[src/rtl/valve_sequencer.sv]
// Purpose : sequences pneumatic air lines for a valve array (static set, timed pulse, 3-valve peristaltic pump).
// Latency : air_out changes 1 cycle after accept; done 1+active+SETTLE_CYCLES cycles after accept.
// Backpr. : one command at a time; cmd_ready is high only in IDLE, rejected commands leave it high.
//
// Ports:
//   clk, rst                 clock, asynchronous active-high reset
//   cmd_valid / cmd_ready    command handshake (accept when both high)
//   cmd_mode                 0=SET, 1=PULSE, 2=PUMP, 3=reserved (rejected)
//   cmd_mask                 SET pattern / PULSE toggle mask (1 = pressurised, valve closed)
//   cmd_period, cmd_count    cycles per pulse or pump phase; number of full pump cycles
//   abort                    force all lines closed, then settle and report
//   air_out                  registered drive to the valve air_in lines
//   busy, done, aborted, err status; done/aborted/err are one-cycle pulses
module valve_sequencer #(
   parameter int NUM_VALVES    = 8,
   parameter int SETTLE_CYCLES = 16,
   parameter int CNT_W         = 16
) (
   input  logic                  clk,
   input  logic                  rst,
   input  logic                  cmd_valid,
   output logic                  cmd_ready,
   input  logic [1:0]            cmd_mode,
   input  logic [NUM_VALVES-1:0] cmd_mask,
   input  logic [CNT_W-1:0]      cmd_period,
   input  logic [CNT_W-1:0]      cmd_count,
   input  logic                  abort,
   output logic [NUM_VALVES-1:0] air_out,
   output logic                  busy,
   output logic                  done,
   output logic                  aborted,
   output logic                  err
);

   localparam logic [1:0] MODE_SET   = 2'd0;
   localparam logic [1:0] MODE_PULSE = 2'd1;
   localparam logic [1:0] MODE_PUMP  = 2'd2;
   localparam logic [1:0] MODE_RSVD  = 2'd3;

   localparam int                SET_W       = $clog2(SETTLE_CYCLES + 1);
   localparam logic [SET_W-1:0]  SETTLE_LOAD = SET_W'(SETTLE_CYCLES);

   typedef enum logic [1:0] {IDLE, PULSE, PUMP, SETTLE} state_t;

   state_t                  state;
   logic [CNT_W-1:0]        per_cnt;     // cycles left in current pulse / pump phase
   logic [CNT_W-1:0]        per_val;     // pump phase length, reloaded each phase
   logic [CNT_W-1:0]        cyc_cnt;     // full pump cycles left, including the current one
   logic [2:0]              phase;       // pump phase index 0..5
   logic [SET_W-1:0]        settle_cnt;
   logic [NUM_VALVES-1:0]   saved;       // air_out before a pulse, restored afterwards
   logic                    abort_pend;  // current settle window was entered by abort
   logic                    reject;

   // Peristaltic pattern on bits [2:0]: exactly one valve opens or closes per phase.
   function automatic logic [2:0] pump_pat(input logic [2:0] ph);
      case (ph)
         3'd0:    pump_pat = 3'b101;
         3'd1:    pump_pat = 3'b100;
         3'd2:    pump_pat = 3'b110;
         3'd3:    pump_pat = 3'b010;
         3'd4:    pump_pat = 3'b011;
         default: pump_pat = 3'b001;
      endcase
   endfunction

   // Zero-length loads are refused up front so the counters never wrap.
   assign reject = (cmd_mode == MODE_RSVD) ||
                   ((cmd_mode == MODE_PULSE) && (cmd_period == '0)) ||
                   ((cmd_mode == MODE_PUMP) && ((cmd_period == '0) || (cmd_count == '0)));

   assign busy = ~cmd_ready;

   always_ff @(posedge clk or posedge rst) begin
      if (rst) begin
         state      <= IDLE;
         air_out    <= '1;
         cmd_ready  <= 1'b1;
         done       <= 1'b0;
         aborted    <= 1'b0;
         err        <= 1'b0;
         per_cnt    <= '0;
         per_val    <= '0;
         cyc_cnt    <= '0;
         phase      <= '0;
         settle_cnt <= '0;
         saved      <= '1;
         abort_pend <= 1'b0;
      end else begin
         done    <= 1'b0;
         aborted <= 1'b0;
         err     <= 1'b0;
         if ((state != IDLE) && abort) begin
            // Safe state: every valve closed, settle window restarted.
            air_out    <= '1;
            state      <= SETTLE;
            settle_cnt <= SETTLE_LOAD;
            abort_pend <= 1'b1;
         end else begin
            case (state)
               IDLE: begin
                  if (cmd_valid && cmd_ready) begin
                     if (reject) begin
                        err <= 1'b1;
                     end else begin
                        cmd_ready <= 1'b0;
                        case (cmd_mode)
                           MODE_SET: begin
                              air_out    <= cmd_mask;
                              state      <= SETTLE;
                              settle_cnt <= SETTLE_LOAD;
                           end
                           MODE_PULSE: begin
                              saved   <= air_out;
                              air_out <= air_out ^ cmd_mask;
                              per_cnt <= cmd_period;
                              state   <= PULSE;
                           end
                           default: begin
                              air_out[2:0] <= pump_pat(3'd0);
                              phase        <= 3'd0;
                              per_cnt      <= cmd_period;
                              per_val      <= cmd_period;
                              cyc_cnt      <= cmd_count;
                              state        <= PUMP;
                           end
                        endcase
                     end
                  end
               end
               PULSE: begin
                  if (per_cnt == CNT_W'(1)) begin
                     air_out    <= saved;
                     state      <= SETTLE;
                     settle_cnt <= SETTLE_LOAD;
                  end else begin
                     per_cnt <= per_cnt - CNT_W'(1);
                  end
               end
               PUMP: begin
                  if (per_cnt != CNT_W'(1)) begin
                     per_cnt <= per_cnt - CNT_W'(1);
                  end else if (phase != 3'd5) begin
                     phase        <= phase + 3'd1;
                     air_out[2:0] <= pump_pat(phase + 3'd1);
                     per_cnt      <= per_val;
                  end else if (cyc_cnt != CNT_W'(1)) begin
                     cyc_cnt      <= cyc_cnt - CNT_W'(1);
                     phase        <= 3'd0;
                     air_out[2:0] <= pump_pat(3'd0);
                     per_cnt      <= per_val;
                  end else begin
                     // Last phase of last cycle: leave the pump valves open.
                     air_out[2:0] <= 3'b000;
                     state        <= SETTLE;
                     settle_cnt   <= SETTLE_LOAD;
                  end
               end
               SETTLE: begin
                  if (settle_cnt == SET_W'(1)) begin
                     state      <= IDLE;
                     cmd_ready  <= 1'b1;
                     done       <= 1'b1;
                     aborted    <= abort_pend;
                     abort_pend <= 1'b0;
                  end else begin
                     settle_cnt <= settle_cnt - SET_W'(1);
                  end
               end
               default: state <= IDLE;
            endcase
         end
      end
   end

endmodule

[config.mk]
export PLATFORM = sky130hd
export DESIGN_NAME = valve_sequencer
export DESIGN_NICKNAME = d
export VERILOG_FILES = /design/src/rtl/valve_sequencer.sv
export SDC_FILE = /design/constraint.sdc
export NUM_CORES = 1
export LEC_CHECK = 0
export ABC_AREA = 1
export CORE_MARGIN = 2
export CORE_UTILIZATION = 45
export DETAILED_ROUTE_END_ITERATION = 16
export GPL_ROUTABILITY_DRIVEN = 0
export GPL_TIMING_DRIVEN = 0
export PLACE_DENSITY = 0.66
export RECOVER_POWER = 100
export REMOVE_ABC_BUFFERS = 1
export SYNTH_ARGS = -nofsm -noshare
export SYNTH_HDL_FRONTEND = slang
export SYNTH_SLANG_ARGS = --single-unit
[constraint.sdc]
create_clock -name clk -period 6.51 [get_ports clk]
set_clock_uncertainty 0.15 [all_clocks]
set_input_delay 1.6275 -clock clk [delete_from_list [all_inputs] [get_ports clk]]
set_output_delay 1.6275 -clock clk [all_outputs]
set_load 0.03 [all_outputs]
* Word level (Yosys, flattened, before mapping)
Index checks and enable logic that the tools add are counted.
W data, S select, Z words.
** Cells by class
- Eq/ne operators :: 36
- Reductions and logical operators :: 32
- Bitwise gates (word level) :: 5
- Add/sub/neg operators :: 4
- Mux-type cells :: 71
** Operator list (number)
- $mux W16 :: 13
- $pmux W16 S3 :: 1
- $mux W5 :: 9
- $logic_not A16 Y1 :: 2
- $mux W8 :: 4
- $ne A16 B1 Y1 const B :: 2
- $pmux W16 S2 :: 1
- $sub A16 B1 Y16 const B :: 2
- $ne A3 B3 Y1 const B :: 10
- $mux W3 :: 9
- $reduce_and A5 Y1 :: 5
- $reduce_and A7 Y1 :: 3
- $pmux W5 S2 :: 2
- $pmux W5 S4 :: 1
- $ne A2 B2 Y1 const B :: 9
- $eq A16 B1 Y1 const B :: 1
- $mux W1 :: 16
- $mux W2 :: 8
- $reduce_and A8 Y1 :: 2
- $pmux W3 S5 :: 1
- $pmux W3 S2 :: 2
- $reduce_bool A2 Y1 :: 5
- $pmux W3 S3 :: 1
- $eq A2 B2 Y1 const B :: 4
- 23 further kinds :: 35
** Storage, ports and cells
- Word-level logic and storage cells :: 162
- Register bits :: 79

* Depth between registers and ports, before layout
Gate-level depths: netlist of run 1.
- Depth in word-level cells :: 8
- Gate-level depth with buffers :: 13

* Worst setup path before layout of run 1
No wires, ideal clock.
- Kind :: in2reg
- Start :: in abort
- End :: reg settle_cnt[0]
- Setup slack :: 3.545 ns
- Stages on the path :: 10
- Setup time :: 0.118 ns
- Arrival time :: 2.697 ns
- Path through :: inv_1 > nor2_1 > inv_2 > buf_2 > nand3_1 > nand2_1 > nor2_2 > nand3_1 > nand2_1 > nand2_1
** On the way
- Longest elaborated chain between the ends :: 3
- Elaborated cells on any way between the ends :: 11
- Classes of those cells :: eq/ne: 8; mux: 1; reduce/logical: 2
** Ends and longest elaborated chain
- start, declared :: line 27 : input logic abort,
- $logic_and A1 B1 Y1 * :: line 93 : if ((state != IDLE) && abort) begin
- $ne A3 B2 Y1 (no source line) or $ne A3 B3 Y1 (tied branches)
- $reduce_and A8 Y1 (no source line)
- end signal, assigned :: line 167 : settle_cnt <= settle_cnt - SET_W'(1);
- end, declared :: line 50 : logic [SET_W-1:0] settle_cnt;
Every way passes the cells marked *; elsewhere a longest branch is shown, timed or not.
A chain may end at the register's enable or synchronous reset.

* Worst setup path after layout of run 1
- Start :: in cmd_mode[0]
- End :: reg cyc_cnt[0]
** On the way
- Longest elaborated chain between the ends :: 6
- Elaborated cells on any way between the ends :: 12
- Classes of those cells :: eq/ne: 5; reduce/logical: 7
** Ends and longest elaborated chain
- start, declared :: line 23 : input logic [1:0] cmd_mode,
- $eq A2 B1 Y1 :: line 69, 107
- $logic_and A1 B1 Y1 :: line 69 : ((cmd_mode == MODE_PULSE) && (cmd_period == '0)) ||
- $logic_or A1 B1 Y1 :: line 68 : assign reject = (cmd_mode == MODE_RSVD) ||
- $logic_or A1 B1 Y1 :: line 69
- $ne A2 B2 Y1 (no source line)
- $reduce_and A8 Y1 (no source line) *
- end signal, assigned :: line 124 : cyc_cnt <= cmd_count;
- end signal, assigned :: line 148 : cyc_cnt <= cyc_cnt - CNT_W'(1);
- end, declared :: line 48 : logic [CNT_W-1:0] cyc_cnt;
Marks and branches as above.

==> results.txt, run 1 <==
Dividing the synthesized area by the synthesized cell count gives 6.41 um2. By area the synthesized netlist is led by sky130_fd_sc_hd__dfrtp_1 28%, sky130_fd_sc_hd__nand2_1 23%, sky130_fd_sc_hd__nor2_1 8.6%, sky130_fd_sc_hd__dfstp_2 8.0%, sky130_fd_sc_hd__nand3_1 5.3%. The clock latency on the worst-skew pair came out at 0.35 ns. The cell count after synthesis is about 880. TritonCTS built the clock tree.

Buffers inserted during clock tree synthesis total 9. The worst hold path passes through 2 cells. The width of the chip is 116 um. The wire length reported by the detailed router came out at 15100 um.

The quantity of gates resized following cts came out at 0. The antenna diode count came out at 0. The worst register-to-register path begins at state[0]. In this run the worst hold path is classified as reg2reg.

The via count came out at 5575. The endpoint of the worst hold path is saved[4]. Across the VDD grid, the largest voltage drop is 0.000307 V. The critical path is of the in2reg type.

The category of the worst setup path capture point is a register. Along the worst path, the maximum fanout reaches 26. The slew at the pin closest to its max-slew limit is 1.36 ns.

The first global-routing pass estimated 25700 um of wire. The clock root buffer master is sky130_fd_sc_hd__clkbuf_16. The flow ran to the end, and the final reports show no timing, DRC or antenna violations.

After detailed routing, the number of vias per cell comes to 5.11. The layout filler cell count came out at 1302. The starting density of the core came out at around 46%. The remaining number of nets flagged by the antenna check after routing came out at 0. The number of sinks on the clock net is between 70 and 80.

The initial antenna violation count came out at 0. The share of async-settable or async-resettable flops after synthesis is 100%. The fraction of synthesized cell area taken by the top area cell type is 27.6%.

The maximum operating frequency came out at approximately 0.22 GHz. Walking the worst path, the cells encountered are dlygate4sd3_1 > nor2_1 > nor2_1 > nand4_1 > nand3_1 > nand2_1 > nand3_1 > nand2_1 > nand2_1. The clock edge transition at the registers on the reported setup and hold paths came out at about 0.060 ns.

The number of synthesized flops with an enable pin is 0. The area of the mapped netlist is around 0.0056 mm2. The leftover overflow at the end of global routing came out at 0. The HPWL after detailed placement is 10400 um. The largest stage delay on the critical path came out at ~0.80 ns.

In this run the tightest slew margin relative to its limit is 9.25%. The count of cell types in the netlist is 40. The post-layout utilization of the core is 54.1%. In this run the most critical hold path is launched from saved[4].

The required time at the endpoint of the critical path is 6.59 ns. The worst hold slack came out at 0.313 ns. The final hold violation count is 0. The post-layout instance count excluding filler cells came out at 1090.

The library cells used most frequently in the layout, excluding fill and tap cells, are 350 x sky130_fd_sc_hd__nand2_1, 129 x sky130_fd_sc_hd__nor2_1, 67 x sky130_fd_sc_hd__inv_1. The sequential-to-total area share from yosys stat came out at 35.6%. In the synthesized netlist the dominant register cell turns out to be sky130_fd_sc_hd__dfrtp_1. The worst reg2reg path depth came out at 10.

The total power draw came out at 3.35 mW. For this run, the number of Yosys warnings is 0. Among cell families on the critical path, the largest total delay comes from simple AND/OR/NAND/NOR gates. In this run, placement finished with an instance count of approximately 1100. The placeable core region came out at between 0.01 and 0.015 mm2. The flip-flop and latch count after synthesis came out at 79.

Buffers inserted to repair hold after CTS numbered 0. The count of buffer and inverter cells on the critical path came out at 1. In this design, the critical path's most frequently occurring cell is sky130_fd_sc_hd__nand2_1. The via count of the first global-routing pass is 5139. The post-placement worst setup slack is between 2 and 2.5 ns. The leading cell type in the layout, fill and taps excluded is sky130_fd_sc_hd__nand2_1. Data on the critical path arrives at its endpoint at 4.68 ns. The total iterations of the first detailed-routing run is 5.

The detailed-route DRC error count is 0. Setup repair after global routing left no endpoint under its margin. On the critical path, the stage with the largest delay is an instance of sky130_fd_sc_hd__nand3_1. The die covers 0.0134 mm2. The number of standard-cell rows in the floorplan is 40. In this run, the number of DRC markers left after iteration 0 of detailed routing was 450. Of all cell types, the one taking the most synthesized area is sky130_fd_sc_hd__dfrtp_1.

The time the worst path needs with I/O delays and setup came out at about 4.6 ns. After routing the design area is 0.00655 mm2. The number of max-slew violations in the final report is 0. The relative area change from synthesis to final layout is 16.7%.

59 I/O pins were placed. The static leakage came out at 3.36 nW. The count of endpoints failing setup in the final report is 0. In the final routed layout, each cell accounts on average for 13.8 um.

The number of setup buffers added after CTS is 0. The worst setup path is launched from a primary input. In this run the power density over the cells is approximately 510 mW/mm2. Once routing completed, OpenROAD measured the worst setup slack at 1.91 ns. In the final timing run, aggregate negative setup slack is 0 ns. The final cycle utilization of the critical path came out at a little over two thirds. The aggregate global-route resource usage is approximately 24%. The maximum number of pins on one net before global-route repair came out at 57. After detailed placement, the total cell area comes to 0.00630 mm2. The die is 116 um tall.

The endpoint identified for the worst register-to-register timing path is per_cnt[9]. During placement, the flow inserted port buffers numbering just under 60. The number of violations of the max-capacitance limit came out at 0.

The clock tree buffer depth came out at 2. Cells with a size suffix above 1 make up 5.97% of the layout. The net count of the finished layout is 975. The register-to-register setup slack came out at ~2.5 ns. The H-tree depth is 3.
==> routing by layer <==
layer	part of all wire, %	track usage, %	vias to the layer above
met5	0	0	-
met4	0.89	4.84	0
met3	5.5	6.22	9
met2	44	37.3	125
met1	50	34.9	2563
li1	-	-	2878
==> registers in the layout (all words and copies together) (netlist names), 2 cells and up <==
signal	flops
state	2
air_out	8
saved	8
settle_cnt	5
per_cnt	16
per_val	16
phase	3
cyc_cnt	16
==> logic make-up after synthesis <==
group	after synthesis	share of synthesized area (%)
AND/OR/NAND/NOR	610	46.5
flip-flops	79	35.6
adder cells (fa/ha/maj)	12	2.67
AO/OA/AOI/OAI	61	5.93
buffers and inverters	99	7.11
XOR/XNOR	14	2.18
==> cells in the mapped netlist, types with 2 or more instances <==
library cell,number
sky130_fd_sc_hd__inv_1,67
sky130_fd_sc_hd__dfstp_2,17
sky130_fd_sc_hd__buf_1,4
sky130_fd_sc_hd__nand3_1,60
sky130_fd_sc_hd__inv_2,3
sky130_fd_sc_hd__nand3_2,2
sky130_fd_sc_hd__xnor2_1,8
sky130_fd_sc_hd__xor2_1,6
sky130_fd_sc_hd__buf_4,2
sky130_fd_sc_hd__nor3_1,2
sky130_fd_sc_hd__nand4_1,48
sky130_fd_sc_hd__nor2_1,128
sky130_fd_sc_hd__o22ai_1,6
sky130_fd_sc_hd__clkbuf_1,11
sky130_fd_sc_hd__nand3b_1,3
sky130_fd_sc_hd__a31oi_1,2
sky130_fd_sc_hd__ha_1,12
sky130_fd_sc_hd__nor2_2,7
sky130_fd_sc_hd__nor2_4,2
sky130_fd_sc_hd__a21oi_1,19
sky130_fd_sc_hd__o21ai_0,27
sky130_fd_sc_hd__nand2_1,349
sky130_fd_sc_hd__buf_2,9
sky130_fd_sc_hd__nand2_4,3
sky130_fd_sc_hd__or2_2,2
sky130_fd_sc_hd__dfrtp_1,62
==> how the worst max path moves through the flow <==
stage	cells after the start	from	endpoint
after CTS	9	cmd_mode[1]	cyc_cnt[0]
after floorplan	1	rst	abort_pend
final	9	cmd_mode[0]	cyc_cnt[0]
after global placement	2	rst	state[0]
after global routing	9	cmd_mode[0]	cyc_cnt[10]
after detailed placement	9	cmd_mode[1]	cyc_cnt[0]
==> where the power goes <==
part           switching, mW  internal [mW]  total, mW  leakage [nW]
Sequential             0.214          0.751      0.965         0.979
Clock                  0.212          0.269      0.481         0.141
Combinational           1.29          0.620       1.91          2.24
Total                   1.71           1.64       3.35          3.36
==> final cells by class <==
class                           instances  area (um2)  share of cell area, %
Clock buffer                           11         243                   3.70
Inverter                               71         268                   4.09
Multi-Input combinational cell        697        3200                   48.8
Clock inverter                          5        30.0                  0.458
Sequential cell                        79        2000                   30.5
Tap cell                              168         210                   3.21
Timing Repair Buffer                   59         608                   9.28
==> tightest hold or removal path: stages (launching register included) <==
cell                      delay (ns)
sky130_fd_sc_hd__dfstp_2        0.37
sky130_fd_sc_hd__nand2_1        0.05
sky130_fd_sc_hd__nand2_1        0.04
No activity file was read; power rests on OpenSTA's default activity.
==> inputs of run 2 (changes only) <==
--- a/config.mk
+++ b/config.mk
@@ -11,7 +11,7 @@
 export DETAILED_ROUTE_END_ITERATION = 16
 export GPL_ROUTABILITY_DRIVEN = 0
 export GPL_TIMING_DRIVEN = 0
-export PLACE_DENSITY = 0.66
+export PLACE_DENSITY = 0.68
 export RECOVER_POWER = 100
 export REMOVE_ABC_BUFFERS = 1
 export SYNTH_ARGS = -nofsm -noshare
==> constraint.sdc (replaced) <==
create_clock -name clk -period 3.8 [get_ports clk]
set_clock_uncertainty 0.15 [all_clocks]
set_input_delay 0.95 -clock clk [delete_from_list [all_inputs] [get_ports clk]]
set_output_delay 0.95 -clock clk [all_outputs]
set_load 0.03 [all_outputs]
==> run 2 against run 1 <==
The flow now finishes with violations (max-capacitance violations, max-slew violations). Combinational power grew 71%. Clock power grew 88%. Non-clock buffer count is the same. First-iteration DRC count shrank 16%. Sequential cell count is the same. Worst setup slack lost 1.5 ns. Global-route usage shrank 0.37 points. Largest power group unchanged. Final cell count is the same. Count of clock-buffer cells in the layout grew 2. Register-to-register slack lost 2.1 ns.
==> results.txt, run 2 (synthesis gave the netlist of run 1 again) <==
At the worst endpoint, the required time is 3.89 ns. The via count is 5612. For this run, the post-layout net count is 975. The flow ran to the end, but the final reports show violations. The root buffer cell chosen for the clock tree is sky130_fd_sc_hd__clkbuf_16. Setup violations remaining at the end of the flow were counted as 0. The post-placement worst setup slack came out at -0.0241 ns. The headroom to the max-slew limit is -19.0%. Data arrives at the worst endpoint at 3.44 ns.

The signal on the critical path passes through clkdlybuf4s50_1 > nor2_1 > nor2_1 > nand4_1 > nand3_1 > nand2_1 > nand3_4 > nand2_1 > nand2_1. Leaving out fill and tap cells, the most frequent cell in the layout is sky130_fd_sc_hd__nand2_1. The worst-case setup margin in the final layout is 0.451 ns. The average via count per standard cell is 5.15. For this design the top-level I/O count stands at 59. The worst hold slack is 0.315 ns. Cell internal power was estimated by the tool at 2.90 mW. The relative area change from synthesis to final layout is 17.5%. The total net switching power came out at 2.91 mW. Once detail routing completed, the nets flagged for antenna violations numbered 0.

The aggregate global-route resource usage came out at 23.9%. Overall power consumption after layout is estimated at 5.81 mW. The final hold violation count is 0. The antenna diode count is 0. The DRC marker count from the first detailed-route iteration came out at 380. The number of buffers inserted during clock tree synthesis is 9.

After layout, the worst path uses 88.1% of the clock period. The overall die height is 116 um. Setup repair after global routing left no endpoint under its margin. The checks that failed: max-capacitance violations, max-slew violations. STA classifies the critical path startpoint as a primary input.

The per-cell routed wire length came out at between 10 and 15 um. The library cells used most frequently in the layout, excluding fill and tap cells, are 350 x sky130_fd_sc_hd__nand2_1, 128 x sky130_fd_sc_hd__nor2_1, 66 x sky130_fd_sc_hd__inv_1. The slew at the pin closest to its max-slew limit is 1.78 ns. The clock network burns 15.5% of the power. The largest registers in the layout are cyc_cnt (16), per_cnt (16), per_val (16). Before antenna repair, the detailed router went through 5 iterations.

The count of input and output buffers is 58. The static leakage came out at 3.37 nW. The detailed-route DRC error count came out at 0. The time the worst path needs with I/O delays and setup is 3.35 ns. The starting density of the core came out at 46.3%. The post-route netlist has 6.51% of its cells at a drive strength greater than 1. The switching portion of total power came out at 50.1%. The total half-perimeter wirelength after legalization and detailed placement is 10300 um. The number of max-slew violations in the final report came out at 72. The setup fix buffers added after clock tree synthesis came out at 0.

The highest ir drop seen on vdd is between 0.0006 and 0.0007 V. The via count of the first global-routing pass came out at 5285. Measured on the finished design, the core utilization comes to 54.5%. The first global-routing pass estimated 25500 um of wire.

The cell with the most instances on the worst path is sky130_fd_sc_hd__nand2_1. The largest stage delay on the critical path came out at 0.73 ns. The H-tree depth came out at 3. The sequential fraction of design power is 28.4%. The number of sinks on the clock net came out at 79. The part of the total power dissipated in combinational logic is 56.1%. The leftover overflow at the end of global routing is 0.

TritonCTS built the clock tree. The clock edge transition at the registers on the reported setup and hold paths is 0.06 ns. The critical path is of the in2reg type. Entering global routing, the biggest net connects 72 pins. The largest individual stage delay along the critical path comes from the cell sky130_fd_sc_hd__nand2_1. The tightest min-delay check is of the reg2reg type. The initial antenna violation count is 0.

The die covers about 0.013 mm2. The floorplan has 40 rows. The layout filler cell count came out at 1280. The floorplan step set the die width to approximately 120 um. The placeable core region came out at 0.0121 mm2.

The peak fanout along the critical path is 26. The longest clock path from root to sink contains 2 buffers. The number of violations of the max-capacitance limit is 1. The power density over cell area came out at between 800 and 900 mW/mm2. The worst setup path is captured at a register.

The clock latency on the worst-skew pair is approximately 0.35 ns. The final layout contains routed wiring with a total length of 14900 um. The maximum operating frequency is between 0.2 and 0.3 GHz.
-- run 2: worst paths after layout --
kind | startpoint | endpoint | slack (ns) | cells past startpoint
max in group asynchronous | rst | aborted | 0.59 | 3
hold reg to reg | saved[2] | saved[2] | 0.31 | 2
setup reg to reg | state[1] | per_val[11] | 0.46 | 8
setup / recovery | cmd_mode[1] | cyc_cnt[15] | 0.45 | 9
hold / removal | saved[2] | saved[2] | 0.31 | 2
min in group asynchronous | rst | cyc_cnt[12] | 0.89 | 2
-- run 2: final cells by class --
type	instances	area, um2	area share [%]
multi-input combinational	697	3220	48.8
sequential	79	2000	30.3
timing repair buffer	59	586	8.88
clock buffer	13	293	4.44
inverter	71	268	4.06
tap	168	210	3.19
clock inverter	3	22.5	0.341
-- run 2: power by group through the flow --
stage               sequential, mW  combinational, mW  clock [mW]
detailed placement            1.65               3.27           0
CTS                           1.65               3.29       0.921
floorplan                     1.66               2.38           0
global route                  1.71               3.77       0.966
global placement              1.65               3.23           0
finish                        1.65               3.26       0.902
-- run 2: worst max-delay path, delay by kind of cell --
kind,cells,cell delay (ns)
simple gates,8,1.94
buf+inv,1,0.52
-- run 2: routing by layer --
| metal | global-route usage, % | routed length (um) | vias to the layer above |
|---|---|---|---|
| met5 | 0 | 0 | - |
| met4 | 5.40 | 195 | 0 |
| met3 | 5.96 | 807 | 15 |
| met2 | 38.4 | 6670 | 122 |
| met1 | 32.9 | 7210 | 2594 |
| li1 | - | - | 2881 |
-- run 2: what timing repair did --
action	CTS	global route
hold endpoints to repair	0	0
hold buffers	0	0
resized for setup	1	0
endpoints found under the setup margin	6	0
-- run 2: through the flow --
stage / instances / TNS, ns / cell area (um2)
6_report: 1090 / 0 / 6600
3_3_place_gp: 1073 / -44.73 / 6270
5_1_grt: 1090 / 0 / 6600
4_1_cts: 1090 / 0 / 6620
3_5_place_dp: 1074 / -0.0432 / 6300
2_1_floorplan: 847 / 0 / 5480
